--- src/rtl/clk_sched_pkg.sv ---
// clk_sched_pkg: shared state encoding and limits for the clock-divider scheduler
package clk_sched_pkg;
  typedef enum logic [1:0] {IDLE, RUN, PEND} state_t;
  localparam int MIN_DIV = 2;
endpackage

--- src/rtl/clk_div_core.sv ---
// clk_div_core: prescaler counter with terminal-count decode and registered half-period flag
// Ports: clk/rst; en = counter runs next cycle; clear = force counter to 0; div = active divisor;
//        tc = counter at div-1; half = registered (running && counter >= div>>1)
module clk_div_core #(
  parameter int CNT_W = 27
) (
  input  logic             clk,
  input  logic             rst,
  input  logic             en,
  input  logic             clear,
  input  logic [CNT_W-1:0] div,
  output logic             tc,
  output logic             half
);
  logic [CNT_W-1:0] r_cnt;
  logic [CNT_W-1:0] w_cnt_nxt;
  logic             r_half;
  assign tc        = r_cnt == div - CNT_W'(1);
  assign w_cnt_nxt = (!en || clear || tc) ? '0 : r_cnt + CNT_W'(1);
  assign half      = r_half;
  // Divisor changes only coincide with a zero next count, and 0 < div>>1 for any
  // legal divisor, so comparing against the current divisor is always correct.
  always_ff @(posedge clk) begin
    if (rst) begin
      r_cnt  <= '0;
      r_half <= 1'b0;
    end else begin
      r_cnt  <= w_cnt_nxt;
      r_half <= en && (w_cnt_nxt >= (div >> 1));
    end
  end
endmodule

--- src/rtl/clk_div_scheduler.sv ---
// clk_div_scheduler: runtime-programmable prescaler with handshake config, start/stop and one-shot
// Ports: clk/rst; cfg_valid/cfg_ready/cfg_div/cfg_oneshot config handshake; cfg_err illegal-divisor pulse;
//        start/stop run control; tick period strobe; slow_clk square wave; busy; tick_count ticks since start
module clk_div_scheduler
  import clk_sched_pkg::*;
#(
  parameter int CNT_W       = 27,
  parameter int DEFAULT_DIV = 100000000,
  parameter int TCNT_W      = 16
) (
  input  logic              clk,
  input  logic              rst,
  input  logic              cfg_valid,
  output logic              cfg_ready,
  input  logic [CNT_W-1:0]  cfg_div,
  input  logic              cfg_oneshot,
  output logic              cfg_err,
  input  logic              start,
  input  logic              stop,
  output logic              tick,
  output logic              slow_clk,
  output logic              busy,
  output logic [TCNT_W-1:0] tick_count
);
  state_t            r_state, w_state_nxt;
  logic [CNT_W-1:0]  r_div, r_div_pend;
  logic              r_oneshot, r_oneshot_pend, r_cfg_err;
  logic [TCNT_W-1:0] r_tick_count;
  logic              w_tc, w_xfer, w_legal, w_end, w_apply, w_load, w_hold, w_start;
  assign cfg_ready  = r_state != PEND;
  assign busy       = r_state != IDLE;
  assign cfg_err    = r_cfg_err;
  assign tick_count = r_tick_count;
  assign w_legal    = cfg_div >= CNT_W'(MIN_DIV);
  assign w_xfer     = cfg_valid && cfg_ready;
  assign tick       = busy && w_tc && !stop;
  assign w_start    = r_state == IDLE && start && !stop;
  assign w_end      = busy && (stop || (tick && r_oneshot));
  // A pending config always lands when its period ends, whether by tick or by stop.
  assign w_apply    = r_state == PEND && (w_tc || stop);
  // Config accepted while idle, or while a run is ending, takes effect immediately.
  assign w_load     = w_xfer && w_legal && (r_state == IDLE || w_end);
  assign w_hold     = w_xfer && w_legal && r_state == RUN && !w_end;
  always_comb begin
    w_state_nxt = r_state;
    w_state_nxt = (r_state == IDLE) ? (w_start ? RUN : IDLE) :
                  w_end             ? IDLE :
                  (r_state == RUN)  ? (w_hold ? PEND : RUN) :
                  w_tc              ? RUN : PEND;
  end
  always_ff @(posedge clk) begin
    if (rst) begin
      r_state        <= IDLE;
      r_div          <= CNT_W'(DEFAULT_DIV);
      r_oneshot      <= 1'b0;
      r_div_pend     <= '0;
      r_oneshot_pend <= 1'b0;
      r_cfg_err      <= 1'b0;
      r_tick_count   <= '0;
    end else begin
      r_state        <= w_state_nxt;
      r_div          <= w_apply ? r_div_pend : w_load ? cfg_div : r_div;
      r_oneshot      <= w_apply ? r_oneshot_pend : w_load ? cfg_oneshot : r_oneshot;
      r_div_pend     <= w_hold ? cfg_div : r_div_pend;
      r_oneshot_pend <= w_hold ? cfg_oneshot : r_oneshot_pend;
      r_cfg_err      <= w_xfer && !w_legal;
      r_tick_count   <= w_start ? '0 : r_tick_count + TCNT_W'(tick);
    end
  end
  clk_div_core #(.CNT_W(CNT_W)) u_core (
    .clk   (clk),
    .rst   (rst),
    .en    (w_state_nxt != IDLE),
    .clear (r_state == IDLE),
    .div   (r_div),
    .tc    (w_tc),
    .half  (slow_clk)
  );
endmodule

--- config.mk ---
export PLATFORM = sky130hd
export DESIGN_NAME = clk_div_scheduler
export DESIGN_NICKNAME = d
export VERILOG_FILES = /design/src/rtl/clk_sched_pkg.sv /design/src/rtl/clk_div_core.sv /design/src/rtl/clk_div_scheduler.sv
export SDC_FILE = /design/constraint.sdc
export NUM_CORES = 1
export LEC_CHECK = 0
export ABC_CLOCK_PERIOD_IN_PS = 8200
export BUFFER_PORTS_ARGS = -buffer_cell sky130_fd_sc_hd__buf_2
export CAP_MARGIN = 0
export CORE_ASPECT_RATIO = 1.4
export CORE_MARGIN = 4
export CORE_UTILIZATION = 55
export CTS_CLUSTER_SIZE = 40
export DETAILED_ROUTE_END_ITERATION = 6
export GPL_ROUTABILITY_DRIVEN = 0
export HOLD_SLACK_MARGIN = 0.02
export MAX_ROUTING_LAYER = met4
export PLACE_DENSITY_LB_ADDON = 0.3
export SYNTH_ARGS = -nofsm -noshare
export SYNTH_HDL_FRONTEND = slang
export SYNTH_HIERARCHICAL = 1
export SYNTH_SLANG_ARGS = --single-unit
--- constraint.sdc ---
create_clock -name clk -period 8.2 [get_ports clk]
set_input_delay 0.41 -clock clk [delete_from_list [all_inputs] [get_ports clk]]
set_output_delay 0.41 -clock clk [all_outputs]
set_load 0.005 [all_outputs]
== Yosys cells after proc, flatten, opt, wreduce, memory -nomap -nowiden ==
Index checks and enable logic that the tools add are counted.

* Register bits: 103
* Bits in latches: 0
* Memory bits (writable): 0
* ROM bits: 0
* Input port bits: 33
* Output and inout port bits: 21
* Logic and storage cells: 57
* Memories kept: 0

* Add/sub/neg operators: 3
* Multiply operators: 0
* Divide/modulo/power cells: 0
* Magnitude comparators: 2
* Equality and inequality tests: 4
* Shifts and indexed selects: 0
* Muxes and demuxes: 11
* Bitwise gates (word level): 0
* Reduce and logical (&&, ||, !) cells: 28

{| class="wikitable"
|+ Operators by type and width
! cell !! count
|-
| $mux 27 || 3
|-
| $add 27x1->27 const B || 1
|-
| $eq 27x27->1 || 1
|-
| $ge 27x2->1 const B || 1
|-
| $ge 27x26->1 || 1
|-
| $sub 27x1->27 const B || 1
|-
| $add 16x1->16 || 1
|-
| $logic_and 1x1->1 || 14
|-
| $mux 2 || 5
|-
| $reduce_bool 2->1 || 3
|-
| $logic_or 1x1->1 || 5
|-
| $logic_not 1->1 || 4
|-
| $mux 1 || 3
|-
| $eq 2x1->1 const B || 1
|-
| $eq 2x2->1 const B || 1
|-
| $logic_not 2->1 || 1
|-
| $ne 2x2->1 const B || 1
|-
| $reduce_or 2->1 || 1
|}

== Logic depth before layout (Yosys ltp) ==
Gate-level depths: netlist (run 1).

* Word-level depth: 20
* Mapped depth: 22

== Hierarchy ==
The synthesis (run 1) kept the hierarchy.

{| class="wikitable"
|+ By module, submodules not included
! module !! instances !! cells each !! area each (sq um) !! seq. area each (sq um)
|-
| clk_div_scheduler || 1 || 416 || 3822.4 || 1501.4
|-
| clk_div_core || 1 || 417 || 3249.4 || 560.5
|}

== Worst setup path after synthesis (run 1) ==
OpenSTA, ideal clock, no wires.

* Path kind: register -> register
* Start point: register r_div[0]
* End point: register u_core.r_half, in the netlist u_core/half
* Library setup time: 0.142 ns
* Arrival time: 5.202 ns
* Data required time: 8.058 ns
* Setup slack: 2.856 ns
* Cell stages (with the launch flop): 23
* Period minus slack after synthesis: 5.344 ns
* Cell sequence: dfxtp_1 inv_1 ha_1 nor4b_1 nand4_1 or4_1 a211oi_2 nand4b_1 nor4_4 buf_6 a311oi_1 nand2b_1 buf_4 dlygate4sd3_1 nor3_1 ha_1 a21o_1 a21o_1 a21oi_1 o21ai_0 a211oi_1 a2bb2oi_1 o32ai_1

* Longest elaborated chain between the ends: 20
* Elaborated cells on any way between the ends: 21
* Classes of those cells: 1 x add/sub; 1 x order compare; 1 x eq/ne; 6 x mux; 12 x reduce/logical

{| class="wikitable"
|+ Ends and longest elaborated chain
! item !! RTL line !! RTL
|-
| start, declared || clk_div_scheduler.sv:26 || <nowiki>logic [CNT_W-1:0] r_div, r_div_pend;</nowiki>
|-
| start signal, assigned || clk_div_scheduler.sv:54 || <nowiki>r_div <= CNT_W'(DEFAULT_DIV);</nowiki>
|-
| start signal, assigned || clk_div_scheduler.sv:62 || <nowiki>r_div <= w_apply ? r_div_pend : w_load ? cfg_div : r_div;</nowiki>
|-
| $sub 27x1->27 (*) || clk_div_core.sv:18 || <nowiki>assign tc = r_cnt == div - CNT_W'(1);</nowiki>
|-
| $eq 27x27->1 (*) || clk_div_core.sv:18 ||
|-
| net w_tc || clk_div_scheduler.sv:29 || <nowiki>logic w_tc, w_xfer, w_legal, w_end, w_apply, w_load, w_hold, w_start;</nowiki>
|-
| $logic_and 1x1->1 (2 in series) || clk_div_scheduler.sv:36 || <nowiki>assign tick = busy && w_tc && !stop;</nowiki>
|-
| $logic_and 1x1->1 || clk_div_scheduler.sv:38 || <nowiki>assign w_end = busy && (stop || (tick && r_oneshot));</nowiki>
|-
| $logic_or 1x1->1 || clk_div_scheduler.sv:38 ||
|-
| $logic_and 1x1->1 || clk_div_scheduler.sv:38 ||
|-
| $logic_not 1->1 || clk_div_scheduler.sv:43 || <nowiki>assign w_hold = w_xfer && w_legal && r_state == RUN && !w_end;</nowiki>
|-
| [... 5 more ...] || -- ||
|-
| $reduce_bool 2->1 || clk_div_scheduler.sv:73 || <nowiki>.en (w_state_nxt != IDLE),</nowiki>
|-
| $logic_not 1->1 || clk_div_core.sv:19 || <nowiki>assign w_cnt_nxt = (!en || clear || tc) ? '0 : r_cnt + CNT_W'(1);</nowiki>
|-
| $logic_or 1x1->1 || clk_div_core.sv:19 ||
|-
| $logic_or 1x1->1 (*) || clk_div_core.sv:19 ||
|-
| $mux 27 (*) || clk_div_core.sv:19 ||
|-
| net u_core.w_cnt_nxt[12] || clk_div_core.sv:16 || <nowiki>logic [CNT_W-1:0] w_cnt_nxt;</nowiki>
|-
| $ge 27x26->1 (*) || clk_div_core.sv:29 || <nowiki>r_half <= en && (w_cnt_nxt >= (div >> 1));</nowiki>
|-
| $logic_and 1x1->1 (*) || clk_div_core.sv:29 ||
|-
| end signal, assigned || clk_div_core.sv:29 ||
|-
| end, declared || clk_div_core.sv:17 || <nowiki>logic r_half;</nowiki>
|}

The timed path passes the listed nets; every way through them passes the cells marked *.
A chain may end at the register's enable or synchronous reset.

== Worst setup path in the final report (run 1) ==
* Start point: register r_div[1]
* End point: register u_core.r_half, in the netlist u_core/half

The elaborated chain is that of the path after synthesis.

==> impl_metrics.json, run 1 <==
{
  "setup_tns_ps": 0,
  "track_usage_pct": 24.84,
  "syn_avg_cell_area_um2": 8.490,
  "hold_end": "r_div_pend[9]$_SDFFE_PP0P_",
  "whs_path_depth": 3,
  "hold_path_startpoint": "cfg_div[9]",
  "worstReg2RegEnd": "u_core/half$_SDFF_PP0_",
  "arrival_ps": 5900,
  "p_per_area_nw_per_um2": 148.4,
  "met1_length_um": 7497,
  "rsz0062_at_grt": "false",
  "synth_area_um2": 7072,
  "crit_path_max_fanout": 54,
  "antennaDiodeCount": 0,
  "placement_rows": 48,
  "ant_nets": 0,
  "setup_viol": 0,
  "synth-seq-cells": 103,
  "port_buffers": 53,
  "slew_headroom_pct": 22.56,
  "drc": 0,
  "tightest_slew_ps": 1162,
  "seq_area_frac_synth_pct": 29.16,
  "io_pins": 54,
  "clk_path_buf_depth": 2,
  "hold_class": "input port to flip-flop",
  "cts.sinks": 103,
  "synth.net_count": 896,
  "slew_violations": 0,
  "drt_first_pass_iters": 6,
  "yosysTopAreaCellShare_pct": 29.16,
  "synthCells": 833,
  "start_util_pct": 56.61,
  "cts_tree": "done",
  "wl_um": 18100,
  "cp-start-kind": "flip-flop",
  "cts_buffers": 9,
  "status": "complete, no violations",
  "path_class": "flip-flop to flip-flop",
  "synth-edff-count": 0,
  "crit_path_end_kind": "flip-flop",
  "yosys_warnings": 6,
  "dr_wl_met2_um": 8961,
  "vias": 6381,
  "first_iter_violations": 621,
  "synthTopCellsByArea": "dfxtp_1 (29%), mux2i_1 (6.1%), ha_1 (5.3%), nand2b_1 (5.2%), xnor2_1 (3.6%)",
  "timing.rr.start": "r_div[1]$_SDFFE_PP0P_",
  "coreArea_um2": 12490,
  "period_share_pct": 68.80,
  "stdcell_count": 1001,
  "timing.fmax_ghz": 0.1773,
  "wl_per_cell_um": 18.08,
  "reg2reg_depth": 19,
  "hpwl_um": 13170,
  "antenna_found_initial": 0,
  "ys.flop_type": "dfxtp_1",
  "die_y_um": 142.2,
  "min_period_ps": 5641,
  "postCtsSetupBuffers": 0,
  "cap_violations": 0,
  "synth_top_area_cell": "dfxtp_1",
  "dp_cells": 985,
  "insertion_delay_ps": 360,
  "fillCellCount": 1118,
  "ys_types": 72,
  "timing.final.hold_violations": 0,
  "path_clk_slew_ps": 80,
  "wl_met3_um": 916,
  "register_area_um2": 2062,
  "overflow": 0,
  "cts.htree.levels": 3,
  "critPathRequiredTime_ps": 8460,
  "grt_max_degree": 119,
  "finalPower_mw": 1.118,
  "ir_drop_v": 0.0001245,
  "finalNetCount": 909,
  "die_area_um2": 14760,
  "crit_path_start": "r_div[1]$_SDFFE_PP0P_",
  "root_buffer": "clkbuf_16",
  "via_per_inst": 6.375,
  "ys_async_sr_fraction_pct": 0,
  "syn_to_final_growth_pct": 6.599,
  "ff2ff_setup_slack_ps": 2560,
  "final_layout_size_suffix_gt1_share_pct": 13.87,
  "grt_first_pass_wirelength_um": 29730,
  "skew_ps": 9.259,
  "leakage_nw": 2.853,
  "multi_input_area_um2": 4583,
  "highest_layer": "met4",
  "grt_pass1_vias": 6233,
  "cts_hold_buf": 0,
  "cts_resized": 0,
  "die_x_um": 103.8
}
cells by family (layout without fill, tap and decap cells):
group	count (synthesis)	after routing	share of synthesized area, %
buf+inv	87	105	6.069
compound gates	127	127	12.37
fa+ha+maj	30	30	5.308
simple gates	368	368	30.66
flops	103	103	29.16
mux	61	61	9.377
xor+xnor	57	57	7.059
cells in the final DEF (no fill, tap or decap), types with 30 or more instances in the layout:
cell type and instances:
nor2_1 50, nand3_1 36, nor4_1 39, nand2b_1 58
mux2i_1 43, ha_1 30, buf_2 52, inv_1 32
dfxtp_1 103, nor3_1 40
report_power, final:
part | total (mW) | switching, mW | internal [mW]
combinational | 0.159 | 0.0919 | 0.0668
sequential | 0.534 | 0.0221 | 0.512
clock | 0.425 | 0.213 | 0.213
cell usage after synthesis, types with 29 or more instances:
| library cell | n |
|---|---|
| nand2_1 | 29 |
| inv_1 | 32 |
| xnor2_1 | 29 |
| nand3_1 | 36 |
| dfxtp_1 | 103 |
| clkbuf_1 | 35 |
| nor3_1 | 40 |
| nor4_1 | 39 |
| ha_1 | 30 |
| nand2b_1 | 59 |
| mux2i_1 | 43 |
| nor2_1 | 50 |
through the flow:
step	area [um^2]	worst slack, ps	util [%]	hold slack [ps]
2_1_floorplan	7072	2856	-	444.2
3_3_place_gp	7247	2824	58.01	453.6
3_5_place_dp	7247	2688	58.01	466.9
4_1_cts	7538	2638	60.35	324.9
5_1_grt	7538	2031	60.35	328.6
6_report	7538	2559	60.35	326.8
worst max-delay path by stage:
stage	end	slack, ps	depth (start not counted)
finish	u_core/half$_SDFF_PP0_	2560	19
global route	u_core/half$_SDFF_PP0_	2030	19
CTS	u_core/half$_SDFF_PP0_	2640	19
detailed placement	u_core/half$_SDFF_PP0_	2690	19
global placement	u_core/half$_SDFF_PP0_	2820	19
floorplan	u_core/half$_SDFF_PP0_	2860	22
state kept, by name, summed over array words and instances, names as in the netlist:
| name | flops |
|---|---|
| r_div | 27 |
| r_div_pend | 27 |
| u_core/r_cnt | 27 |
| tick_count | 16 |
| r_state | 2 |
| cfg_err | 1 |
| r_oneshot | 1 |
| r_oneshot_pend | 1 |
| u_core/half | 1 |
layer usage:
metal	up-vias	track usage, %
met5	-	-
met3	61	2.951
met2	264	42.24
met1	2998	29.33
li1	3058	-
met4	0	11.90
area by class of cell:
cell class,count,area share [%]
inverters,33,1.643
clock inverters,7,0.8797
clock buffers,9,2.988
flip-flops and latches,103,27.35
multi-input cells,643,60.80
repair buffers,56,3.851
well taps,150,2.490
critical path, cell delays in order, from the launching register on:
cell and delay [ps]:
dfxtp_1 380, inv_1 90, ha_1 300, nor3b_2 620, nand3_1 200, o31a_1 290
a22o_1 270, o2111ai_1 170, nor4_4 100, a311oi_1 530, nand2b_2 690, nor3_1 370
ha_1 180, nand4_1 180, nor4_1 440, o21ai_0 150, a31oi_1 210, a211oi_1 80
a2bb2oi_1 130, o32ai_1 130
Power figures use the tool's default switching activity.
==> run 2: changes to the inputs <==
--- a/config.mk
+++ b/config.mk
@@ -5,7 +5,7 @@
 export SDC_FILE = /design/constraint.sdc
 export NUM_CORES = 1
 export LEC_CHECK = 0
-export ABC_CLOCK_PERIOD_IN_PS = 8200
+export ABC_CLOCK_PERIOD_IN_PS = 5700
 export BUFFER_PORTS_ARGS = -buffer_cell sky130_fd_sc_hd__buf_2
 export CAP_MARGIN = 0
 export CORE_ASPECT_RATIO = 1.4
==> constraint.sdc (replaced) <==
create_clock -name clk -period 5.7 [get_ports clk]
set_input_delay 0.285 -clock clk [delete_from_list [all_inputs] [get_ports clk]]
set_output_delay 0.285 -clock clk [all_outputs]
set_load 0.005 [all_outputs]
==> run 2 against run 1 <==
Utilization grew 0.40 points; first-iteration DRC count shrank 16%; flip-flop and latch count is the same; worst hold slack lost 110 ps; critical path type unchanged; highest routed layer unchanged.
==> impl_metrics.json, run 2 (synthesis results as in run 1) <==
{
  "swShare_pct": 28.52,
  "final_layout_size_suffix_gt1_share_pct": 14.35,
  "path_clk_slew_ps": 80,
  "fin_area_um2": 7589,
  "grt_pass1_vias": 6147,
  "timing.final.hold_violations": 0,
  "status": "complete, no violations",
  "antennaDiodeCount": 0,
  "track_usage_pct": 24.34,
  "hold_class": "input port to flip-flop",
  "slew_headroom_pct": 31.33,
  "timing.fmax_ghz": 0.1880,
  "io_pins": 54,
  "drt_first_pass_iters": 5,
  "hpwl_um": 13010,
  "leakage_nw": 2.890,
  "vias": 6339,
  "cts.htree.levels": 3,
  "path_class": "flip-flop to flip-flop",
  "placed_area_um2": 7292,
  "period_share_pct": 93.34,
  "cp-start-kind": "flip-flop",
  "antenna_found_initial": 0,
  "p_per_area_nw_per_um2": 211.0,
  "first_iter_violations": 523,
  "coreArea_um2": 12490,
  "start_util_pct": 56.61,
  "grt_max_degree": 119,
  "ff2ff_setup_slack_ps": 380,
  "placement_rows": 48,
  "top_regs": "r_div x27, r_div_pend x27, u_core/r_cnt x27",
  "overflow": 0,
  "via_per_inst": 6.295,
  "dp_cells": 991,
  "syn_to_final_growth_pct": 7.307,
  "cts_tree": "done",
  "drc": 0,
  "arrival_ps": 5520,
  "multi_input_area_um2": 4588,
  "cts_hold_buf": 0,
  "stdcell_count": 1007,
  "crit_path_end_kind": "flip-flop",
  "rsz0062_at_grt": "false",
  "cts.sinks": 103,
  "insertion_delay_ps": 350,
  "min_period_ps": 5321,
  "final_cell_mix": "dfxtp_1 (103), nand2b_1 (58), buf_2 (52), nor2_1 (50), mux2i_1 (43)",
  "reg2reg_depth": 19,
  "finalPower_mw": 1.601,
  "setup_viol": 0,
  "whs_path_depth": 3,
  "grt_first_pass_wirelength_um": 29290,
  "ir_drop_v": 0.0001503,
  "root_buffer": "clkbuf_16",
  "port_buffers": 53,
  "finalNetCount": 915,
  "cap_violations": 0,
  "wl_per_cell_um": 17.41,
  "register_area_um2": 2062,
  "fillCellCount": 1089,
  "setup_tns_ps": 0,
  "die_area_um2": 14760,
  "die_y_um": 142.2,
  "wl_um": 17530,
  "fin_util_pct": 60.75,
  "crit_path_max_fanout": 28,
  "slew_violations": 0,
  "share_clk_of_total_power_pct": 37.7,
  "critPathRequiredTime_ps": 5900,
  "comb_power_share_pct": 14.3,
  "p_int_mw": 1.145,
  "skew_ps": 13.16,
  "final_common_cell": "dfxtp_1",
  "cts_buffers": 9,
  "ant_nets": 0,
  "die_x_um": 103.8,
  "switchingPower_uw": 456.8,
  "clk_path_buf_depth": 2,
  "seq_power_share_pct": 48.0,
  "tightest_slew_ps": 1026
}
run 2: changes by cell type in the layout (fill, tap and decap cells not counted):
cell        delta
buf_4          +6
clkbuf_1       +1
clkinv_2       -1
clkinvlp_4     -1
inv_6          +1
nand2b_2       -1
nand2b_4       +1
run 2: stage by stage:
step	hold slack, ps	setup WS, ps
after detailed placement	462.2	436.3
after floorplan	431.5	356.2
after CTS	204.3	387.6
after global placement	453.6	730.7
final	216.0	379.4
after global routing	219.1	80.42
run 2: path summary, 6_finish.rpt:
check	to	startpoint
worst min register to register	r_div_pend[13]$_SDFFE_PP0P_	r_div_pend[13]$_SDFFE_PP0P_
worst max-delay path	u_core/half$_SDFF_PP0_	r_div[1]$_SDFFE_PP0P_
worst max register to register	u_core/half$_SDFF_PP0_	r_div[1]$_SDFFE_PP0P_
worst min-delay path	r_div_pend[11]$_SDFFE_PP0P_	cfg_div[11]
run 2: per-layer routing:
| metal | share of wire (%) | vias up | track usage (%) |
|---|---|---|---|
| li1 | - | 3067 | - |
| met1 | 44 | 3013 | 29.21 |
| met2 | 49 | 213 | 40.94 |
| met3 | 3.9 | 46 | 2.814 |
| met4 | 3.7 | 0 | 11.55 |
| met5 | 0 | - | - |
run 2: worst max-delay path, cell delays in order (launching register included):
cell	delay [ps]
dfxtp_1	370
inv_1	80
ha_1	290
nor4b_1	350
nand4_1	300
o21ai_0	300
a211oi_1	110
o32ai_1	500
nor4_4	70
a311oi_1	650
nand2b_4	320
buf_4	260
nor3_1	240
ha_1	290
a21o_1	170
a21oi_1	130
o21ai_0	120
a211oi_1	310
a2bb2oi_1	190
o32ai_1	110
run 2: power by group through the flow:
stage	Combinational (mW)	Sequential [mW]	Clock, mW
final	0.229	0.768	0.604
after CTS	0.225	0.767	0.615
after floorplan	0.173	0.773	0
after global placement	0.217	0.782	0
after detailed placement	0.223	0.784	0
after global routing	0.248	0.772	0.651
run 2: final cells by class:
cell class	count	area share, %
Timing Repair Buffer	62	4.419
Tap cell	150	2.473
Clock buffer	10	3.017
Clock inverter	6	0.8244
Multi-Input combinational cell	643	60.46
Inverter	33	1.632
Sequential cell	103	27.17
run 2: what timing repair did:
action | CTS | global route
endpoints found under the setup margin | 0 | 1
setup buffers | 0 | 0
gates resized for setup | 0 | 1
